`src/rtl/vga_scan_pkg.sv`:
```
// Shared constants for the VGA scan-out path: 640x480@60 timing and buffer geometry.
package vga_scan_pkg;

  // Buffer geometry defaults (160x120, one RGB bit per channel)
  localparam int XSCREEN_DEF  = 160;
  localparam int YSCREEN_DEF  = 120;
  localparam int COLOUR_W_DEF = 3;
  localparam int ADDR_W_DEF   = 15;

  // Width of the pixel/line counters
  localparam int CNT_W = 10;

  // Horizontal timing, in pixel clocks
  localparam logic [CNT_W-1:0] H_VISIBLE    = 10'd640;
  localparam logic [CNT_W-1:0] H_FP         = 10'd16;
  localparam logic [CNT_W-1:0] H_SYNC       = 10'd96;
  localparam logic [CNT_W-1:0] H_BP         = 10'd48;
  localparam logic [CNT_W-1:0] H_TOTAL      = H_VISIBLE + H_FP + H_SYNC + H_BP;
  localparam logic [CNT_W-1:0] H_LAST       = H_TOTAL - 10'd1;
  localparam logic [CNT_W-1:0] H_SYNC_START = H_VISIBLE + H_FP;
  localparam logic [CNT_W-1:0] H_SYNC_END   = H_SYNC_START + H_SYNC;

  // Vertical timing, in lines
  localparam logic [CNT_W-1:0] V_VISIBLE    = 10'd480;
  localparam logic [CNT_W-1:0] V_FP         = 10'd10;
  localparam logic [CNT_W-1:0] V_SYNC       = 10'd2;
  localparam logic [CNT_W-1:0] V_BP         = 10'd33;
  localparam logic [CNT_W-1:0] V_TOTAL      = V_VISIBLE + V_FP + V_SYNC + V_BP;
  localparam logic [CNT_W-1:0] V_LAST       = V_TOTAL - 10'd1;
  localparam logic [CNT_W-1:0] V_SYNC_START = V_VISIBLE + V_FP;
  localparam logic [CNT_W-1:0] V_SYNC_END   = V_SYNC_START + V_SYNC;

  // Fold a scrolled row back into 0..modulus-1; the sum never reaches twice the modulus
  function automatic logic [7:0] wrap_row(input logic [7:0] row, input logic [7:0] modulus);
    return (row >= modulus) ? (row - modulus) : row;
  endfunction

endpackage

```
`src/rtl/vga_timing_gen.sv`:
```
// 640x480@60 raster timing: 25 MHz pixel enable from a 50 MHz clock,
// horizontal/vertical counters, region decode and the DAC clock.
module vga_timing_gen
  import vga_scan_pkg::*;
(
  input  logic             clk,
  input  logic             reset,
  output logic             pix_en,
  output logic [CNT_W-1:0] h_count,
  output logic [CNT_W-1:0] v_count,
  output logic             visible,
  output logic             hs,
  output logic             vs,
  output logic             frame_start,
  output logic             vga_clk
);

  logic phase;

  assign pix_en = phase;

  // Phase toggles every clock; raster counters step once per pixel enable
  always_ff @(posedge clk) begin
    if (reset) begin
      phase   <= 1'b0;
      vga_clk <= 1'b0;
      h_count <= '0;
      v_count <= '0;
    end else begin
      phase   <= ~phase;
      vga_clk <= ~phase;
      if (pix_en) begin
        if (h_count == H_LAST) begin
          h_count <= '0;
          if (v_count == V_LAST) begin
            v_count <= '0;
          end else begin
            v_count <= v_count + 10'd1;
          end
        end else begin
          h_count <= h_count + 10'd1;
        end
      end
    end
  end

  // Decode visible region, active-low syncs and the first clock of vertical front porch
  always_comb begin
    visible     = (h_count < H_VISIBLE) && (v_count < V_VISIBLE);
    hs          = !((h_count >= H_SYNC_START) && (h_count < H_SYNC_END));
    vs          = !((v_count >= V_SYNC_START) && (v_count < V_SYNC_END));
    frame_start = pix_en && (h_count == 10'd0) && (v_count == V_VISIBLE);
  end

endmodule

```
`src/rtl/vga_scanout_reader.sv`:
```
// Scans the 160x120 frame buffer as 4x4 blocks on a 640x480 raster, applying a
// per-frame vertical scroll at read time, and drives the VGA DAC.
//
// Read port: rd_en is a one-clock strobe issued with rd_addr; there is no
// back-pressure. The buffer returns rd_data on the clock after the strobe and
// must hold it until the next strobe; it is consumed on the following pixel
// enable. rd_addr holds its last value between strobes.
module vga_scanout_reader
  import vga_scan_pkg::*;
#(
  parameter int XSCREEN  = XSCREEN_DEF,
  parameter int YSCREEN  = YSCREEN_DEF,
  parameter int COLOUR_W = COLOUR_W_DEF,
  parameter int ADDR_W   = ADDR_W_DEF
) (
  input  logic                CLOCK_50,
  input  logic                reset,
  input  logic [6:0]          scroll_offset,
  output logic [ADDR_W-1:0]   rd_addr,
  output logic                rd_en,
  input  logic [COLOUR_W-1:0] rd_data,
  output logic                frame_start,
  output logic [7:0]          VGA_R,
  output logic [7:0]          VGA_G,
  output logic [7:0]          VGA_B,
  output logic                VGA_HS,
  output logic                VGA_VS,
  output logic                VGA_BLANK_N,
  output logic                VGA_SYNC_N,
  output logic                VGA_CLK
);

  logic             pix_en;
  logic [CNT_W-1:0] h_count;
  logic [CNT_W-1:0] v_count;
  logic             visible;
  logic             hs_raw;
  logic             vs_raw;

  logic [6:0]        offset_q;
  logic [7:0]        x_fb;
  logic [7:0]        y_sum;
  logic [7:0]        y_fb;
  logic [ADDR_W-1:0] addr_next;

  // Stage-1 companions of the read, carried to the pins with the returned data
  logic s1_visible;
  logic s1_hs;
  logic s1_vs;

  vga_timing_gen u_timing (
    .clk         (CLOCK_50),
    .reset       (reset),
    .pix_en      (pix_en),
    .h_count     (h_count),
    .v_count     (v_count),
    .visible     (visible),
    .hs          (hs_raw),
    .vs          (vs_raw),
    .frame_start (frame_start),
    .vga_clk     (VGA_CLK)
  );

  assign VGA_SYNC_N = 1'b0;

  // Map the raster position to a buffer word, wrapping the scrolled row into the buffer height
  always_comb begin
    x_fb      = 8'(h_count >> 2);
    y_sum     = 8'(v_count >> 2) + {1'b0, offset_q};
    y_fb      = wrap_row(y_sum, 8'(YSCREEN));
    addr_next = ADDR_W'(y_fb) * ADDR_W'(XSCREEN) + ADDR_W'(x_fb);
  end

  // Capture the scroll offset once per frame so a frame never tears mid-scan
  always_ff @(posedge CLOCK_50) begin
    if (reset) begin
      offset_q <= '0;
    end else if (frame_start) begin
      offset_q <= (scroll_offset >= 7'(YSCREEN)) ? 7'd0 : scroll_offset;
    end
  end

  // Stage 1: issue the buffer read and register sync/blank alongside it
  always_ff @(posedge CLOCK_50) begin
    if (reset) begin
      rd_en      <= 1'b0;
      rd_addr    <= '0;
      s1_visible <= 1'b0;
      s1_hs      <= 1'b1;
      s1_vs      <= 1'b1;
    end else if (pix_en) begin
      rd_en      <= visible;
      if (visible) begin
        rd_addr <= addr_next;
      end
      s1_visible <= visible;
      s1_hs      <= hs_raw;
      s1_vs      <= vs_raw;
    end else begin
      rd_en <= 1'b0;
    end
  end

  // Stage 2: expand the returned word to 8-bit channels and drive the DAC pins together
  always_ff @(posedge CLOCK_50) begin
    if (reset) begin
      VGA_R       <= 8'h00;
      VGA_G       <= 8'h00;
      VGA_B       <= 8'h00;
      VGA_HS      <= 1'b1;
      VGA_VS      <= 1'b1;
      VGA_BLANK_N <= 1'b0;
    end else if (pix_en) begin
      VGA_R       <= s1_visible ? {8{rd_data[2]}} : 8'h00;
      VGA_G       <= s1_visible ? {8{rd_data[1]}} : 8'h00;
      VGA_B       <= s1_visible ? {8{rd_data[0]}} : 8'h00;
      VGA_HS      <= s1_hs;
      VGA_VS      <= s1_vs;
      VGA_BLANK_N <= s1_visible;
    end
  end

endmodule

```
`config.mk`:
```
export PLATFORM = sky130hd
export DESIGN_NAME = vga_scanout_reader
export DESIGN_NICKNAME = d
export VERILOG_FILES = /design/src/rtl/vga_scan_pkg.sv /design/src/rtl/vga_timing_gen.sv /design/src/rtl/vga_scanout_reader.sv
export SDC_FILE = /design/constraint.sdc
export NUM_CORES = 1
export LEC_CHECK = 0
export BUFFER_PORTS_ARGS = -buffer_cell sky130_fd_sc_hd__buf_2
export CELL_PAD_IN_SITES_DETAIL_PLACEMENT = 0
export CELL_PAD_IN_SITES_GLOBAL_PLACEMENT = 1
export CORE_MARGIN = 2
export CORE_UTILIZATION = 44
export CTS_BUF_LIST = sky130_fd_sc_hd__clkbuf_4 sky130_fd_sc_hd__clkbuf_8
export DETAILED_ROUTE_END_ITERATION = 16
export PLACE_DENSITY = 0.82
export SLEW_MARGIN = 25
export SYNTH_ARGS = -nofsm -noshare
export SYNTH_HDL_FRONTEND = slang
export SYNTH_SLANG_ARGS = --single-unit
```
`constraint.sdc`:
```
create_clock -name CLOCK_50 -period 5.4 [get_ports CLOCK_50]
set_input_delay 0.81 -clock CLOCK_50 [delete_from_list [all_inputs] [get_ports CLOCK_50]]
set_output_delay 0.81 -clock CLOCK_50 [all_outputs]
set_load 0.01 [all_outputs]
```
==> flow_metrics.env <==
export IMPL_status="finished clean"
export IMPL_setup_viol=0
export IMPL_cp_end_kind="register"
export IMPL_tightest_slew_ns=0.764
export IMPL_crit_path_end="rd_addr[14]$_SDFFE_PP0P_"
export IMPL_final_setup_worst_slack_ns=0.367
export IMPL_yosysUniqueCellTypes=58
export IMPL_synthTopCellsByCount="53 x dfxtp_1, 40 x nor2_1, 33 x nand2_1, 27 x ha_1, 26 x a21oi_1"
export IMPL_powerDensity_nw_per_um2=199
export IMPL_cts_setup_buffers=0
export IMPL_yosysTopAreaCell="dfxtp_1"
export IMPL_placed_area_um2=3550
export IMPL_rsz0062_at_grt="false"
export IMPL_die_h_um=91.1
export IMPL_ys_async_sr_fraction_pct=0
export IMPL_rows=31
export IMPL_path_max_fanout=6
export IMPL_r2r_end="rd_addr[14]$_SDFFE_PP0P_"
export IMPL_clockBufferDepth=2
export IMPL_crit_required_ns=5.65
export IMPL_grt_pass1_vias=2575
export IMPL_areaGrowthSynthToFinish_pct=10.2
export IMPL_ioPinCount=58
export IMPL_synth_area_top_cells="dfxtp_1 32%, ha_1 10%, buf_4 4.9%, nor2_1 4.5%, xor2_1 3.9%"
export IMPL_setup_tns_ns=0
export IMPL_yosysWarningCount=0
export IMPL_clock_skew_ns=0.00700
export IMPL_holdWs_ns=0.452
export IMPL_max_slew_margin_rel_pct=48.4
export IMPL_cp_start_kind="register"
export IMPL_worstPathArrival_ns=5.28
export IMPL_maxClockFrequency_mhz=199
export IMPL_dp_hpwl_um=5370
export IMPL_synthesis_nets=433
export IMPL_r2r_cells=16
export IMPL_dieArea_um2=8300
export IMPL_gp_congestion=0.786
export IMPL_period_needed_ns=5.03
export IMPL_clk_latency_ns=0.31
export IMPL_cts_root_buf="clkbuf_8"
export IMPL_wl_per_cell_um=13.4
export IMPL_yosysMostFrequentCell="dfxtp_1"
export IMPL_vias=2799
export IMPL_detail_route_antenna_nets=0
export IMPL_final_nets=464
export IMPL_viasPerCell=5.36
export IMPL_r2r_start="u_timing.v_count[2]$_SDFFE_PP0P_"
export IMPL_drv_slew=0
export IMPL_coreArea_um2=7290
export IMPL_final_hold_violation_count=0
export IMPL_cts_buffers=5
export IMPL_path_clk_slew_ns=0.09
export IMPL_pre_cts_slack_ns=0.353
export IMPL_holdCritPathClass="reg -> reg"
export IMPL_antennaDiodeCount=0
export IMPL_synth_area_um2=3340
export IMPL_drc=0
export IMPL_drt_wl_total_um=7010
export IMPL_grt_pass1_wl_um=12000
export IMPL_startpoint="u_timing.v_count[2]$_SDFFE_PP0P_"
export IMPL_antenna_found_initial=0
export IMPL_power_leakage_nw=1.62
export IMPL_grt_usage_pct=17.2
export IMPL_r2r_slack_ns=0.37
export IMPL_synth_top_cell_area_share_pct=31.8
export IMPL_drtIter0Drc=85
export IMPL_cts_htree_levels=2
export IMPL_synthCells=391
export IMPL_clock_sinks=53
export IMPL_avgSynthCellArea_um2=8.54
export IMPL_grt_max_degree=33
export IMPL_port_buffers=56
export IMPL_synth_seq_area_share_pct=31.8
export IMPL_nFillCells=733
export IMPL_grt_overflow=0
export IMPL_design_area_um2=3680
export IMPL_drive_gt1_share_pct=19.6
export IMPL_cts_tree="done"
export IMPL_fp_dieW_um=91.1
export IMPL_ys_flop_type="dfxtp_1"
export IMPL_maxCapViolations=0
export IMPL_synth_seq_cells=53
export IMPL_drtPass1Iterations=4
export IMPL_finalCritPeriodShare_pct=93.2
export IMPL_synth_edff_count=0
export IMPL_path_class="reg -> reg"
export IMPL_initial_core_util_pct=45.8
export IMPL_ir_drop_mv=0.102
==> critical path: stages (launching register included) <==
cell	delay (ns)
dfxtp_1	0.37
ha_1	0.24
fa_1	0.41
a211o_1	0.33
a2111oi_1	0.35
nor3b_1	0.15
o31a_1	0.31
nand2b_1	0.20
xnor2_2	0.16
ha_1	0.31
ha_1	0.35
o21a_2	0.26
a2111oi_4	0.35
nor3_2	0.12
or4_4	0.55
a2111oi_2	0.36
nand3b_1	0.15
==> report_power, final <==
part,switching [mW],internal (mW)
sequential,0.00518,0.397
clock,0.126,0.156
combinational,0.0313,0.0172
total,0.162,0.570
==> cells in the final DEF, fill, tap and decap left out, types with 6 or more instances in the layout <==
cell type  count
a211oi_1       8
a21oi_1       26
and3_1         6
buf_2         56
clkbuf_8       6
dfxtp_1       53
ha_1          27
inv_1         11
mux2i_1        7
nand2_1       33
nand2b_1       7
nand3_1       17
nand4_1       13
nor2_1        40
o21ai_0       14
xnor2_1       12
xor2_1        15
==> per-layer routing <==
| metal | global-route usage, % | vias to the layer above | wire, µm |
|---|---|---|---|
| met5 | 0 | - | 0 |
| met4 | 4.04 | 0 | 53 |
| met3 | 2.82 | 5 | 339 |
| met2 | 29.6 | 70 | 3330 |
| met1 | 22.6 | 1287 | 3280 |
| li1 | - | 1437 | - |
==> cell families (layout without fill, tap and decap cells) <==
family	after synthesis	in the layout	share of synthesized area, %
AO/OA/AOI/OAI	79	79	16.3
AND/OR/NAND/NOR	147	147	22.6
buffers and inverters	45	77	7.57
adder cells (fa/ha/maj)	30	30	11.9
XOR/XNOR	28	28	7.35
other	1	1	0.112
multiplexers	8	8	2.44
flip-flops	53	53	31.8
==> worst min-delay path by stage <==
stage | to | slack (ns) | depth (start not counted) | start
floorplan | VGA_HS$_SDFFE_PP1P_ | 0.45 | 2 | s1_hs$_SDFFE_PP1P_
global placement | rd_addr[1]$_SDFFE_PP0P_ | 0.44 | 2 | rd_addr[1]$_SDFFE_PP0P_
detailed placement | rd_addr[10]$_SDFFE_PP0P_ | 0.45 | 2 | rd_addr[10]$_SDFFE_PP0P_
CTS | rd_addr[10]$_SDFFE_PP0P_ | 0.46 | 2 | rd_addr[10]$_SDFFE_PP0P_
global route | rd_addr[1]$_SDFFE_PP0P_ | 0.47 | 2 | rd_addr[1]$_SDFFE_PP0P_
finish | rd_addr[10]$_SDFFE_PP0P_ | 0.45 | 2 | rd_addr[10]$_SDFFE_PP0P_
==> timing repair <==
| item | CTS | global route |
|---|---|---|
| hold buffers | 0 | 0 |
| gates resized for setup | 0 | 3 |
| setup endpoints to repair | 0 | 1 |
==> per-stage QoR <==
| step | power, mW | utilization [%] | std cells |
|---|---|---|---|
| finish | 0.733 | 50.5 | 522 |
| global route | 0.764 | 50.5 | 522 |
| CTS | 0.742 | 50.3 | 522 |
| detailed placement | 0.460 | 48.6 | 514 |
| global placement | 0.460 | 48.6 | 514 |
| floorplan | 0.445 | - | 391 |
==> flip-flops by register name, summed over array words and instances, names as in the netlist, 7 cells and up <==
signal / cells
offset_q: 7
rd_addr: 15
u_timing.h_count: 10
u_timing.v_count: 10
==> final cells by class <==
| class | count | area, µm² | share of cell area, % |
|---|---|---|---|
| clock inverters | 1 | 30.0 | 0.816 |
| inverters | 11 | 41.3 | 1.12 |
| multi-input cells | 293 | 2040 | 55.4 |
| well taps | 99 | 124 | 3.37 |
| flip-flops and latches | 53 | 1060 | 28.8 |
| clock buffers | 7 | 90.1 | 2.45 |
| repair buffers | 58 | 295 | 8.02 |
Note: power is estimated with default switching activity, not from simulation.
